### src/rtl/uart_mem_cmd_decoder.sv
// uart_mem_cmd_decoder
//
// Host-side command responder for the LUT-RAM test designs. Decodes byte frames
// arriving from a UART receiver, drives one read/write port of a distributed RAM
// and returns a single response byte on the UART transmit handshake.
//
//   Write frame: 'W' (0x57), addr, data -> response 'K' (0x4B)
//   Read frame : 'R' (0x52), addr       -> response {zero-extend, mem_read_data}
//   Bad opcode -> '?' (0x3F); address above ADDR_WIDTH bits -> 'E' (0x45)
//
// Ports
//   clk, nrst          clock (rising edge), asynchronous active-low reset
//   rx_data/_ready     received byte and its one-cycle strobe
//   tx_data/_ready     response byte, held valid until tx_data_accepted
//   tx_data_accepted   UART has taken tx_data this cycle
//   mem_address        RAM address (held between commands)
//   mem_write_data     RAM write data (held between commands)
//   mem_write_enable   single-cycle RAM write strobe
//   mem_read_data      asynchronous RAM read of mem_address
//   overrun            sticky: a byte arrived while busy executing/responding
//   cmd_count          number of accepted responses, wraps at 8 bits
module uart_mem_cmd_decoder #(
  parameter int unsigned ADDR_WIDTH     = 6,
  parameter int unsigned DATA_WIDTH     = 1,
  parameter int unsigned TIMEOUT_CYCLES = 1000000
) (
  input  logic                  clk,
  input  logic                  nrst,
  input  logic [7:0]            rx_data,
  input  logic                  rx_data_ready,
  output logic [7:0]            tx_data,
  output logic                  tx_data_ready,
  input  logic                  tx_data_accepted,
  output logic [ADDR_WIDTH-1:0] mem_address,
  output logic [DATA_WIDTH-1:0] mem_write_data,
  output logic                  mem_write_enable,
  input  logic [DATA_WIDTH-1:0] mem_read_data,
  output logic                  overrun,
  output logic [7:0]            cmd_count
);

  localparam logic [7:0] OpWrite  = 8'h57;
  localparam logic [7:0] OpRead   = 8'h52;
  localparam logic [7:0] RespBad  = 8'h3F;
  localparam logic [7:0] RespErr  = 8'h45;
  localparam logic [7:0] RespOk   = 8'h4B;

  localparam int unsigned TimeoutW =
      (TIMEOUT_CYCLES > 0) ? $clog2(TIMEOUT_CYCLES + 1) : 1;
  localparam logic [TimeoutW-1:0] TimeoutLim = TimeoutW'(TIMEOUT_CYCLES);

  typedef enum logic [2:0] {
    StIdle,
    StGetAddr,
    StGetData,
    StExecWr,
    StExecRd,
    StResp
  } state_e;

  state_e                state_q, state_d;
  logic                  is_wr_q, is_wr_d;
  logic [ADDR_WIDTH-1:0] addr_q, addr_d;
  logic [DATA_WIDTH-1:0] wdata_q, wdata_d;
  logic [7:0]            tx_q, tx_d;
  logic                  overrun_q, overrun_d;
  logic [7:0]            cmd_count_q, cmd_count_d;
  logic [TimeoutW-1:0]   tmo_q, tmo_d;

  logic [TimeoutW-1:0]   tmo_inc;
  logic                  timed_out;

  // Idle-cycle counter used only while waiting for the remaining bytes of a frame.
  assign tmo_inc   = tmo_q + 1'b1;
  assign timed_out = (TIMEOUT_CYCLES != 0) && (tmo_inc == TimeoutLim);

  always_comb begin
    state_d     = state_q;
    is_wr_d     = is_wr_q;
    addr_d      = addr_q;
    wdata_d     = wdata_q;
    tx_d        = tx_q;
    overrun_d   = overrun_q;
    cmd_count_d = cmd_count_q;
    tmo_d       = tmo_q;

    unique case (state_q)
      StIdle: begin
        if (rx_data_ready) begin
          if (rx_data == OpWrite || rx_data == OpRead) begin
            is_wr_d = (rx_data == OpWrite);
            tmo_d   = '0;
            state_d = StGetAddr;
          end else begin
            tx_d    = RespBad;
            state_d = StResp;
          end
        end
      end

      StGetAddr: begin
        if (rx_data_ready) begin
          tmo_d = '0;
          // Any set bit above the RAM address width is an out-of-range address.
          if ((rx_data >> ADDR_WIDTH) != 8'd0) begin
            tx_d    = RespErr;
            state_d = StResp;
          end else begin
            addr_d  = rx_data[ADDR_WIDTH-1:0];
            state_d = is_wr_q ? StGetData : StExecRd;
          end
        end else if (timed_out) begin
          tmo_d   = '0;
          state_d = StIdle;
        end else if (TIMEOUT_CYCLES != 0) begin
          tmo_d = tmo_inc;
        end
      end

      StGetData: begin
        if (rx_data_ready) begin
          tmo_d   = '0;
          wdata_d = rx_data[DATA_WIDTH-1:0];
          state_d = StExecWr;
        end else if (timed_out) begin
          tmo_d   = '0;
          state_d = StIdle;
        end else if (TIMEOUT_CYCLES != 0) begin
          tmo_d = tmo_inc;
        end
      end

      StExecWr: begin
        if (rx_data_ready) overrun_d = 1'b1;
        tx_d    = RespOk;
        state_d = StResp;
      end

      StExecRd: begin
        if (rx_data_ready) overrun_d = 1'b1;
        tx_d    = 8'(mem_read_data);
        state_d = StResp;
      end

      StResp: begin
        // A byte arriving alongside the accept is still dropped, never decoded.
        if (rx_data_ready) overrun_d = 1'b1;
        if (tx_data_accepted) begin
          cmd_count_d = cmd_count_q + 8'd1;
          state_d     = StIdle;
        end
      end

      default: state_d = StIdle;
    endcase
  end

  always_ff @(posedge clk or negedge nrst) begin
    if (!nrst) begin
      state_q     <= StIdle;
      is_wr_q     <= 1'b0;
      addr_q      <= '0;
      wdata_q     <= '0;
      tx_q        <= 8'd0;
      overrun_q   <= 1'b0;
      cmd_count_q <= 8'd0;
      tmo_q       <= '0;
    end else begin
      state_q     <= state_d;
      is_wr_q     <= is_wr_d;
      addr_q      <= addr_d;
      wdata_q     <= wdata_d;
      tx_q        <= tx_d;
      overrun_q   <= overrun_d;
      cmd_count_q <= cmd_count_d;
      tmo_q       <= tmo_d;
    end
  end

  // Strobes decode straight from the state register so reset clears them at once.
  assign mem_write_enable = (state_q == StExecWr);
  assign tx_data_ready    = (state_q == StResp);
  assign tx_data          = tx_q;
  assign mem_address      = addr_q;
  assign mem_write_data   = wdata_q;
  assign overrun          = overrun_q;
  assign cmd_count        = cmd_count_q;

endmodule

### config.mk
export PLATFORM = sky130hd
export DESIGN_NAME = uart_mem_cmd_decoder
export DESIGN_NICKNAME = d
export VERILOG_FILES = /design/src/rtl/uart_mem_cmd_decoder.sv
export SDC_FILE = /design/constraint.sdc
export NUM_CORES = 1
export LEC_CHECK = 0
export BUFFER_PORTS_ARGS = -buffer_cell sky130_fd_sc_hd__buf_2
export CORE_MARGIN = 2
export CORE_UTILIZATION = 50
export CTS_CLUSTER_DIAMETER = 80
export DETAILED_ROUTE_END_ITERATION = 10
export HOLD_SLACK_MARGIN = 0.08
export PLACE_DENSITY = 0.74
export RECOVER_POWER = 25
export SLEW_MARGIN = 25
export SYNTH_ARGS = -nofsm -noshare
export SYNTH_HDL_FRONTEND = slang
export SYNTH_SLANG_ARGS = --single-unit
### constraint.sdc
create_clock -name clk -period 2.2 [get_ports clk]
set_input_delay 0.11 -clock clk [delete_from_list [all_inputs] [get_ports clk]]
set_output_delay 0.11 -clock clk [all_outputs]
set_load 0.01 [all_outputs]
# [Word-level counts from Yosys, hierarchy flattened]
# Cells that the tools add are included.
[classes] n_reduce_logical=16 mux=19 n_addsub=2 n_eq_ne=14 n_bitwise=1
[ops] cell="2-to-1 mux 20 bit" n=4
[ops] cell="one-hot mux 20 bit (2 select lines)" n=1
[ops] cell="2-to-1 mux 8 bit" n=4
[ops] cell="one-hot mux 8 bit (4 select lines)" n=1
[ops] cell="2-to-1 mux 3 bit" n=8
[ops] cell="adder 20 x 1 -> 20 bit (second input constant)" n=1
[ops] cell="equality test 20 bit (second input constant)" n=1
[ops] cell="equality test 8 x 7 -> 1 bit (second input constant)" n=2
[ops] cell="one-hot mux 3 bit (5 select lines)" n=1
[ops] cell="inequality test 2 bit (second input constant)" n=5
[ops] cell="AND reduction 3 bit" n=3
[ops] cell="adder 8 x 1 -> 8 bit (second input constant)" n=1
[ops] cell="AND reduction 2 bit" n=4
[ops] cell="nonzero test 8 bit" n=1
[ops] cell="equality test 3 x 2 -> 1 bit (second input constant)" n=2
[ops] cell="equality test 3 bit (second input constant)" n=2
[ops] cell="AND reduction 5 bit" n=1
[ops] cell="nonzero test 4 bit" n=1
[ops] cell="OR reduction 2 bit" n=2
[ops] cell="equality test 3 x 1 -> 1 bit (second input constant)" n=1
[ops] cell="zero test 3 bit" n=1
[ops] cell="OR reduction 3 bit" n=1
[ops] cell="inequality test 2 x 1 -> 1 bit (second input constant)" n=1
[ops] cell="nonzero test 2 bit" n=1
[ops] cell="other kinds (2)" n=2
[word_totals] register_bits=48 out_inout_bits=26 in_bits=13

# [Depth between registers and ports, before layout]
# Gate-level depths: netlist (run 1).
[logic_depth] depth_word=5 depth_mapped=10

# [Worst setup path after synthesis (run 1)]
# No wires, ideal clock.
[synth_timing] path_type="register -> register" startpoint="register tmo_q[0]" endpoint="register tmo_q[14]" path_stages_with_launch=10 arrival_ps=2274 setup_slack_ps=-192 setup_ps=118 period_less_slack_ps=2392 n_path_buf=1 required_time_ps=2082 path_cell_list="dfrtp_1 > ha_1 > nand4_1 > or4_1 > xnor2_1 > nand4_1 > o31ai_2 > buf_4 > o21bai_1 > a21o_1"
[synth_via] elab_chain_len=5
[synth_rtl] item="start: declaration" line="68" text="logic [TimeoutW-1:0] tmo_q, tmo_d;"
[synth_rtl] item="start signal: assignment" line="176" text="tmo_q <= tmo_d;"
[synth_rtl] item="adder 20 x 1 -> 20 bit (*)" line="74" text="assign tmo_inc = tmo_q + 1'b1;"
[synth_rtl] item="equality test 20 bit" line="75" text="assign timed_out = (TIMEOUT_CYCLES != 0) && (tmo_inc == TimeoutLim);"
[synth_rtl] item="2-to-1 mux 20 bit (*)" line="125" text="end else if (timed_out) begin"
[synth_rtl] item="2-to-1 mux 20 bit (*)" line="121" text="if (rx_data_ready) begin"
[synth_rtl] item="one-hot mux 20 bit (2 select lines) (*)" line="87" text="unique case (state_q)"
# Mark *: on every way between the ends. The rest lies on a longest branch, timed or not.
# A chain may end at the register's enable or synchronous reset.

# [Final worst setup path (run 1)]
[layout_timing] startpoint="register tmo_q[3]" endpoint="register tmo_q[17]"
# The elaborated chain is that of the path after synthesis.

==> results of run 1 <==
[per-stage QoR]
step / setup slack (ps) / util, % / hold slack [ps] / setup TNS (ps) / power, µW
5_1_grt: -324 / 69.6 / 89.2 / -3300 / 3420
3_3_place_gp: -26.1 / 62.1 / 223 / -65.3 / 2410
6_report: -163 / 69.6 / 99.4 / -1340 / 3200
2_1_floorplan: 15.6 / - / -186 / 0 / 2020
3_5_place_dp: -155 / 62.1 / 223 / -816 / 2460
4_1_cts: -163 / 68.0 / 80.9 / -1210 / 3200
[registers in the layout (all words and copies together) (netlist names)]
| name | count |
|---|---|
| tmo_q | 20 |
| cmd_count | 8 |
| mem_address | 6 |
| tx_data | 5 |
| state_q | 3 |
| is_wr_q | 1 |
| mem_write_data | 1 |
| overrun | 1 |
[routing by layer]
metal / track usage (%) / vias up / share of wire [%]
met1: 29.3 / 1228 / 43
met2: 41.9 / 99 / 50
met3: 4.50 / 20 / 4.9
met4: 7.09 / 0 / 2.4
met5: 0 / - / 0
li1: - / 1206 / -
[worst max-delay path by stage]
stage | start | slack [ps] | endpoint
finish | tmo_q[3]$_DFFE_PN0P_ | -160 | tmo_q[17]$_DFFE_PN0P_
global route | tmo_q[5]$_DFFE_PN0P_ | -320 | tmo_q[17]$_DFFE_PN0P_
CTS | tmo_q[1]$_DFFE_PN0P_ | -160 | tmo_q[14]$_DFFE_PN0P_
detailed placement | tmo_q[3]$_DFFE_PN0P_ | -150 | tmo_q[14]$_DFFE_PN0P_
global placement | tmo_q[0]$_DFFE_PN0P_ | -30 | tmo_q[14]$_DFFE_PN0P_
floorplan | tmo_q[3]$_DFFE_PN0P_ | 20 | tmo_q[14]$_DFFE_PN0P_
[timing repair]
action                                 CTS  global route
pin swaps                                7             7
setup endpoints to repair               12            14
cloned                                   1             0
hold buffers                             4             1
setup buffers                            9             4
gates resized for setup                 15            10
endpoints found under the hold margin   48             1
[worst max-delay path, cell delays in order (launching register included)]
cell	delay [ps]
dfrtp_1	400
nand4_4	180
buf_4	200
nor4_4	240
buf_4	160
xnor2_2	120
o21ai_1	90
buf_4	160
o31ai_4	270
buf_4	170
o21ba_1	140
a21o_1	140
[cells in the mapped netlist, types with 5 or more instances]
| cell type | number |
|---|---|
| o21ai_0 | 16 |
| buf_2 | 6 |
| clkbuf_1 | 9 |
| nand2_1 | 32 |
| o31ai_1 | 6 |
| and3_1 | 5 |
| inv_1 | 5 |
| or3_1 | 5 |
| nand4_1 | 15 |
| nor3_1 | 5 |
| nor4_1 | 5 |
| dfrtp_1 | 45 |
| xnor2_1 | 14 |
| nand3_1 | 5 |
| or2_2 | 5 |
| mux2_2 | 8 |
| a21o_1 | 6 |
| a21oi_1 | 12 |
| nor2_1 | 20 |
[area by class of cell]
class	count	area share, %
inverters	6	0.708
clock inverters	2	1.06
repair buffers	100	19.2
flip-flops and latches	45	32.0
multi-input cells	217	42.2
clock buffers	6	2.34
well taps	70	2.48
[report_power, final]
group	leakage (µW)	internal, µW	switching (µW)	total, µW
combinational	0.00100	624	670	1290
sequential	0.000578	1020	232	1250
clock	0.0000574	369	282	652
total	0.00164	2020	1180	3200
[cells by family after synthesis]
logic type / Yosys count
simple gates: 116
compound gates: 70
flops: 45
buf+inv: 27
xor+xnor: 17
mux: 10
fa+ha+maj: 3
other cells: 1
==> reports/metrics.yaml, run 1 <==
critical_path:
  r2r-start: "tmo_q[3]$_DFFE_PN0P_"
  r2r_end: "tmo_q[17]$_DFFE_PN0P_"
  crit_type: "reg2reg"
  start_kind: "flip-flop"
  rr_worst_depth: 11
  reg2reg_slack_ps: -160
  crit_fanout: 8
  crit_required_ps: 2400
  arrival_ps: 2560
  crit_path_end_kind: "flip-flop"
cells_and_area:
  n_antenna_cell: 0
  final_area_um2: 3530
  fillers: 404
  drive_gt1_share_pct: 36.7
  final_nets: 391
  instances_no_fill: 446
  layout_commonest_cell: "buf_4"
  seq_area_um2: 1130
  syn_to_final_growth_pct: 34.6
  final_cell_mix: "54 x buf_4, 43 x dfrtp_1, 37 x buf_2, 32 x nand2_1, 20 x nor2_1"
  multi_input_area_um2: 1490
timing:
  setup_ws_ps: -163
  rsz0062_at_grt: "yes"
  maxSlewViolCount: 0
  slew_headroom_pct: 28.4
  period_needed_ps: 2360
  period_share_pct: 107
  final-hold-violation-count: 0
  max_freq_mhz: 423
  skew_ps: 7.79
  worst_slew_pin_slew_ps: 1070
  setup_viol: 13
floorplan:
  die_y_um: 76.5
  die_x_um: 76.5
  core_area_um2: 5070
  rows: 26
  die-area_um2: 5850
  start_util_pct: 51.7
  io_pins: 39
route:
  drt_iter0_drc: 145
  drtAntennaViolNets: 0
  first_pass_iters: 5
  wl_per_cell_um: 15.8
  drc_errors: 0
  routed_wl_um: 7030
  routed_via_density: 5.72
  vias: 2553
synth:
  synth-xor-area-share_pct: 5.67
  synth_area_per_cell_um2: 9.08
  yosysTopAreaCell: "dfrtp_1"
  synthCells: 289
  muxShareOfSynthArea_pct: 4.19
  yosysSeqAreaShare_pct: 42.9
  synth-edff-count: 0
  ys_seq_elements: 45
  synth_cell_types: 53
  synth_top_family_by_area: "simple AND/OR/NAND/NOR gates"
  yosys_warnings: 0
  synth_compound_area_share_pct: 17.6
  synthArstFlopShare_pct: 100
  synth_simple_gate_area_share_pct: 23.0
  synth_flop_cell: "dfrtp_1"
  synth_area_leaders: "dfrtp_1 43%, xnor2_1 4.7%, nand2_1 4.6%"
  synth_nets: 305
  synth_fa_ha_area_share_pct: 1.43
  netlist_area_um2: 2630
  synth_top_area_share_pct: 42.9
grt:
  grt_pass1_wl_um: 11200
  grt_pass1_vias: 2443
  gr-usage-all-layers_pct: 23.7
  grt-ovfl-total: 0
  antenna_found_initial: 0
  grt_max_degree: 46
cts:
  clock_tree.root_cell: "clkbuf_8"
  ctsHtreeMaxLevel: 2
  cts_tree: "done"
  ctsLongestPathBuffers: 2
  cts.reportedPaths.clkPinSlew_ps: 90
  cts_made_buffers: 5
  clk_latency_ps: 300
  cts.sinks: 45
worst_hold_path:
  min-delay-start: "rx_data[2]"
  holdPathEnd: "mem_address[2]$_DFFE_PN0P_"
  hold_path_depth: 2
  hold_class: "in2reg"
power:
  leakage_uw: 0.00164
  ir_worst_vdd_uv: 440
  cellPowerDensity_nw_per_um2: 906
placement:
  place_hpwl_um: 4460
  gp_congestion: 0.921
  dp.cells: 420
  portBuffers: 37
  dpl_cell_area_um2: 3150
flow_run:
  timing.max_cap.violations: 0
status:
  violations: "setup timing"
  outcome: "finished, violations left"
No activity file was read; power rests on OpenSTA's default activity.
==> run 2, diff against run 1 <==
- ABC_AREA: default -> 1
==> run 2 against run 1 <==
  * Combinational power fell by 10%
  * Critical path depth fell by 1
  * Largest power group is now sequential cells
  * The flow now finishes without violations
  * Via count decreased by 7.6%
  * Setup slack gained 370 ps
  * First-iteration DRC count is 11% higher
  * Flip-flop and latch count unchanged
  * Synthesized area shrank 0.67%
  * Synthesized cell count is 20% higher
==> reports/metrics.yaml, run 2 <==
status:
  outcome: "finished, final reports clean"
cells_and_area:
  n_antenna_cell: 0
  final_nets: 409
  final_area_um2: 3040
  syn_to_final_growth_pct: 16.5
  fillers: 479
  largest_reg_flops: 20
  final_cell_mix: "99 x nand2_1, 47 x inv_1, 44 x dfrtp_1, 36 x buf_2"
  regMostFlops: "tmo_q"
  layout_commonest_cell: "nand2_1"
  drive_gt1_share_pct: 19.3
  fin_util_pct: 59.8
critical_path:
  arrival_ps: 2200
  crit_fanout: 7
  slowest_delay_ps: 430
  cpMostUsedCell: "nor2_1"
  crit_chain: "ha_1 -> inv_1 -> nor2_4 -> nand3_2 -> nor2_1 -> xor2_1 -> nor2_1 -> nand3_4 -> nand2_1 -> o21ai_0"
  start_kind: "flip-flop"
  crit_slowest_cell: "dfrtp_1"
  crit_path_end_kind: "flip-flop"
  crit_required_ps: 2410
  crit_type: "reg2reg"
floorplan:
  rows: 26
  die-area_um2: 5810
  io_pins: 39
  die_y_um: 76.2
  core_area_um2: 5070
  start_util_pct: 51.4
  die_x_um: 76.2
placement:
  dpl_cell_area_um2: 2880
  gp_congestion: 0.920
  place_hpwl_um: 4360
  portBuffers: 37
grt:
  grt_max_degree: 26
  antenna_found_initial: 0
  grt_pass1_wl_um: 10200
  grt_pass1_vias: 2285
  grt-ovfl-total: 0
  gr-usage-all-layers_pct: 21.4
route:
  drc_errors: 0
  drtAntennaViolNets: 0
  first_pass_iters: 5
  routed_wl_um: 5740
  vias: 2359
  wl_per_cell_um: 12.4
  routed_via_density: 5.08
  drt_iter0_drc: 161
synth:
  ys_seq_elements: 45
  synth.most_common_cell: "nand2_1"
  yosysTopAreaCell: "dfrtp_1"
  synthCells: 346
  synthTopCellsByCount: "99 x nand2_1, 47 x inv_1, 45 x dfrtp_1, 29 x nor2_1, 28 x o21ai_0"
  synth_cell_types: 36
  synth-edff-count: 0
  synth_top_area_share_pct: 43.2
  synth_area_leaders: "dfrtp_1 43%, nand2_1 14%, inv_1 6.8%"
  yosys_warnings: 0
  synth_area_per_cell_um2: 7.54
  netlist_area_um2: 2610
  synth_nets: 362
  yosysSeqAreaShare_pct: 43.2
  synthArstFlopShare_pct: 100
  synth_flop_cell: "dfrtp_1"
timing:
  rsz0062_at_grt: "no"
  setup_viol: 0
  slew_headroom_pct: 11.2
  tns_ps: 0
  max_freq_mhz: 502
  maxSlewViolCount: 0
  skew_ps: 7.86
  final-hold-violation-count: 0
  period_share_pct: 90.6
  period_needed_ps: 1990
  worst_slew_pin_slew_ps: 1330
power:
  switching_share_pct: 38.9
  clock_power_share_pct: 21.6
  p_seq_share_pct: 39.9
  leakage_uw: 0.00145
  p_int_uw: 1850
  cellPowerDensity_nw_per_um2: 996
  power.net_switching_uw: 1180
  ir_worst_vdd_uv: 589
  power_frac_comb_pct: 38.5
cts:
  clk_latency_ps: 300
  clock_tree.root_cell: "clkbuf_8"
  cts_made_buffers: 5
  cts.sinks: 45
  ctsHtreeMaxLevel: 2
  cts_tree: "done"
  cts.reportedPaths.clkPinSlew_ps: 80
  ctsLongestPathBuffers: 2
worst_hold_path:
  hold_class: "in2reg"
flow_run:
  timing.max_cap.violations: 0
==> run 2: cell count changes in the layout (fill, tap and decap cells not counted), sizes merged, moves of 12 or more <==
cell / previous run / this run
buf: 94 / 40
inv: 6 / 49
nand2: 32 / 104
nand3: 6 / 22
nand4: 16 / 4
nor2: 20 / 41
==> run 2: layout make-up <==
| class | instances | area (µm²) | share of cell area [%] |
|---|---|---|---|
| Clock buffer | 7 | 86.3 | 2.84 |
| Clock inverter | 1 | 30.0 | 0.989 |
| Timing Repair Buffer | 47 | 262 | 8.61 |
| Inverter | 49 | 184 | 6.06 |
| Multi-Input combinational cell | 245 | 1260 | 41.5 |
| Tap cell | 70 | 87.6 | 2.88 |
| Sequential cell | 45 | 1130 | 37.1 |
==> run 2: path summary, 6_finish.rpt <==
check                                         startpoint                    endpoint  slack (ps)  depth (start not counted)
worst max-delay path                tmo_q[1]$_DFFE_PN0P_        tmo_q[0]$_DFFE_PN0P_         210                         10
worst min-delay path                          rx_data[1]  mem_address[1]$_DFFE_PN0P_          90                          3
worst max register to register      tmo_q[1]$_DFFE_PN0P_        tmo_q[0]$_DFFE_PN0P_         210                         10
worst min register to register  cmd_count[7]$_DFFE_PN0P_    cmd_count[7]$_DFFE_PN0P_         470                          1
max in group asynchronous                           nrst       tmo_q[10]$_DFFE_PN0P_         680                          3
min in group asynchronous                           nrst  mem_address[5]$_DFFE_PN0P_         630                          3
==> run 2: what timing repair did <==
action,CTS,global route
hold endpoints to repair,48,0
setup buffers,0,1
endpoints found under the setup margin,0,11
hold buffers,4,0
gates resized for setup,0,2
==> run 2: per-layer routing <==
layer  track usage [%]  part of all wire (%)
met1              28.2                    46
met2              35.4                    48
met3              3.20                   4.0
met4              8.55                   1.8
met5                 0                     0
==> run 2: cell families after synthesis <==
kind of cell    count (synthesis)  synth area share, %
fa+ha+maj                       3                 1.44
buf+inv                        56                 8.59
xor+xnor                        9                 3.02
flops                          45                 43.2
other cells                     1                0.144
simple gates                  184                 33.0
mux                             2                0.864
compound gates                 46                 9.79
==> run 2: metrics by stage <==
stage	instances	total power, µW	setup WS, ps	hold slack, ps
5_1_grt	464	3250	4.43	101
2_1_floorplan	346	1950	436	-186
3_3_place_gp	451	2350	199	108
4_1_cts	463	3030	176	81.5
3_5_place_dp	451	2370	184	111
6_report	464	3020	206	87.2
==> run 2: power groups by stage <==
stage          Sequential (µW)  Combinational (µW)  Clock [µW]
4_1_cts                   1200                1170         667
3_5_place_dp              1220                1160           0
6_report                  1210                1160         653
2_1_floorplan             1270                 685           0
3_3_place_gp              1210                1140           0
5_1_grt                   1240                1320         691
==> run 2: critical path, delay by kind of cell, from the launching register on <==
kind,cells,cell delay (ps)
buffers and inverters,1,60
adder cells (fa/ha/maj),1,170
XOR/XNOR,1,220
AO/OA/AOI/OAI,1,220
AND/OR/NAND/NOR,6,790
flip-flops,1,430
==> run 3, diff against run 2 <==
- CORE_MARGIN: 2 -> default
- CORE_UTILIZATION: 50 -> 51
- PLACE_DENSITY: 0.74 -> 0.75
==> run 3 against run 2 <==
  * Global-route usage is 1.2 points higher
  * Clock-buffer cell count is 2 lower
  * Power is 4.6% higher
==> reports/metrics.yaml, run 3 (synthesized netlist as in run 2, its figures left out) <==
status:
  outcome: "finished, final reports clean"
route:
  routed_via_density: 5.16
  drt_iter0_drc: 181
  drc_errors: 0
  routed_wl_um: 5710
  first_pass_iters: 4
  wl_per_cell_um: 12.4
  drtAntennaViolNets: 0
  vias: 2384
critical_path:
  crit_slowest_cell: "dlygate4sd3_1"
  crit_path_end_kind: "flip-flop"
  crit_type: "in2reg"
  crit_family: "buffers and inverters"
  crit_fanout: 9
  start_kind: "input pin"
  arrival_ps: 2160
  crit_required_ps: 2360
  crit_chain: "dlygate4sd3_1 -> buf_2 -> nor4_1 -> inv_1 -> o21ai_0 -> nor2_1 -> nor3_4 -> buf_4 -> o22ai_1"
  slowest_delay_ps: 530
  worst-path-buf-inv: 4
timing:
  final-hold-violation-count: 0
  slew_headroom_pct: 26.4
  worst_slew_pin_slew_ps: 1100
  setup_viol: 0
  skew_ps: 11.0
  period_needed_ps: 2000
  period_share_pct: 90.9
  setup_ws_ps: 200
  maxSlewViolCount: 0
  max_freq_mhz: 500
worst_hold_path:
  hold_class: "in2reg"
floorplan:
  rows: 25
  die-area_um2: 5400
  io_pins: 39
  core_area_um2: 4820
  die_x_um: 73.5
  start_util_pct: 54.1
  die_y_um: 73.5
cells_and_area:
  n_antenna_cell: 0
  syn_to_final_growth_pct: 18.1
  drive_gt1_share_pct: 20.3
  final_nets: 410
  regMostFlops: "tmo_q"
  largest_reg_flops: 20
  layout_commonest_cell: "nand2_1"
  final_cell_mix: "99 x nand2_1, 47 x inv_1, 44 x dfrtp_1, 36 x buf_2"
grt:
  grt_pass1_wl_um: 9360
  gr-usage-all-layers_pct: 22.5
  grt_pass1_vias: 2132
  antenna_found_initial: 0
  grt_max_degree: 46
  grt-ovfl-total: 0
power:
  p_seq_share_pct: 38.0
  ir_worst_vdd_uv: 701
  power_frac_comb_pct: 38.0
  power.net_switching_uw: 1200
  cellPowerDensity_nw_per_um2: 1030
  p_total_uw: 3160
  p_int_uw: 1960
  clock_power_share_pct: 23.9
  leakage_uw: 0.00147
  switching_share_pct: 38.1
placement:
  place_hpwl_um: 4290
  gp_congestion: 0.908
  portBuffers: 37
  place_ws_ps: 187
cts:
  cts_made_buffers: 5
  clk_latency_ps: 300
  cts.reportedPaths.clkPinSlew_ps: 90
  ctsHtreeMaxLevel: 2
  clock_tree.root_cell: "clkbuf_8"
  cts_tree: "done"
  ctsLongestPathBuffers: 2
  cts.sinks: 45
flow_run:
  timing.max_cap.violations: 0
==> run 3: changes by cell type in the layout (fill, tap and decap cells not counted) <==
cell / delta
clkbuf_8: -1
clkbuf_2: +1
bufinv_16: +1
clkbuf_1: -3
buf_4: +1
inv_6: +1
buf_12: +1
==> run 3: per-stage QoR <==
| step | area (µm²) | setup TNS (ps) | std cells | utilization (%) | hold WS [ps] |
|---|---|---|---|---|---|
| floorplan | 2610 | 0 | 346 | - | -186 |
| finish | 3080 | 0 | 462 | 63.9 | 99.4 |
| global route | 3080 | -9.96 | 462 | 63.9 | 106 |
| global placement | 2890 | 0 | 448 | 59.9 | 229 |
| detailed placement | 2890 | 0 | 448 | 59.9 | 233 |
| CTS | 3060 | 0 | 460 | 63.6 | 86.2 |
==> run 3: repair_timing <==
action	CTS	global route
endpoints found under the setup margin	0	3
setup buffers	0	2
hold buffers	4	0
endpoints found under the hold margin	48	0
gates resized for setup	0	2
==> run 3: power by group through the flow <==
stage | clock network, µW | registers, µW | logic (µW)
2_1_floorplan | 0 | 1270 | 685
3_3_place_gp | 0 | 1210 | 1170
3_5_place_dp | 0 | 1210 | 1200
4_1_cts | 777 | 1200 | 1210
5_1_grt | 811 | 1240 | 1350
6_report | 757 | 1200 | 1200
==> run 3: area by class of cell <==
class	instances	area, µm²
Fill cell	420	1740
Clock buffer	5	68.8
Clock inverter	3	68.8
Timing Repair Buffer	48	287
Sequential cell	45	1130
Inverter	49	184
Multi-Input combinational cell	245	1260
Tap cell	67	83.8
==> run 3: worst reg2reg max path, stage by stage (launching register included) <==
cell	delay [ps]
dfrtp_1	420
nand2_1	150
nor2_2	190
nand2_2	80
nor2_2	150
nand3_1	90
nand2_1	110
nand2_1	70
nor2_2	150
nand3_4	110
nand2_1	90
nand2_1	50
nand2_1	50
nand2_1	50
nand2_1	60
nand2_1	40
==> run 3: per-layer routing <==
| layer | part of all wire (%) | track usage (%) | up-vias |
|---|---|---|---|
| met2 | 47 | 36.8 | 56 |
| met1 | 48 | 30.7 | 1130 |
| met4 | 0.75 | 5.56 | 0 |
| met5 | 0 | 0 | - |
| li1 | - | - | 1192 |
| met3 | 4.0 | 4.53 | 6 |
==> run 3: worst paths after layout <==
| path | end | depth (start not counted) | start | slack [ps] |
|---|---|---|---|---|
| setup reg to reg | state_q[0]$_DFFE_PN0P_ | 15 | tmo_q[8]$_DFFE_PN0P_ | 230 |
| max in group asynchronous | tmo_q[0]$_DFFE_PN0P_ | 3 | nrst | 810 |
| hold reg to reg | cmd_count[7]$_DFFE_PN0P_ | 1 | cmd_count[7]$_DFFE_PN0P_ | 470 |
| setup / recovery | tmo_q[4]$_DFFE_PN0P_ | 9 | rx_data[5] | 200 |
| min in group asynchronous | tmo_q[11]$_DFFE_PN0P_ | 3 | nrst | 630 |
| hold / removal | mem_address[4]$_DFFE_PN0P_ | 3 | rx_data[4] | 100 |
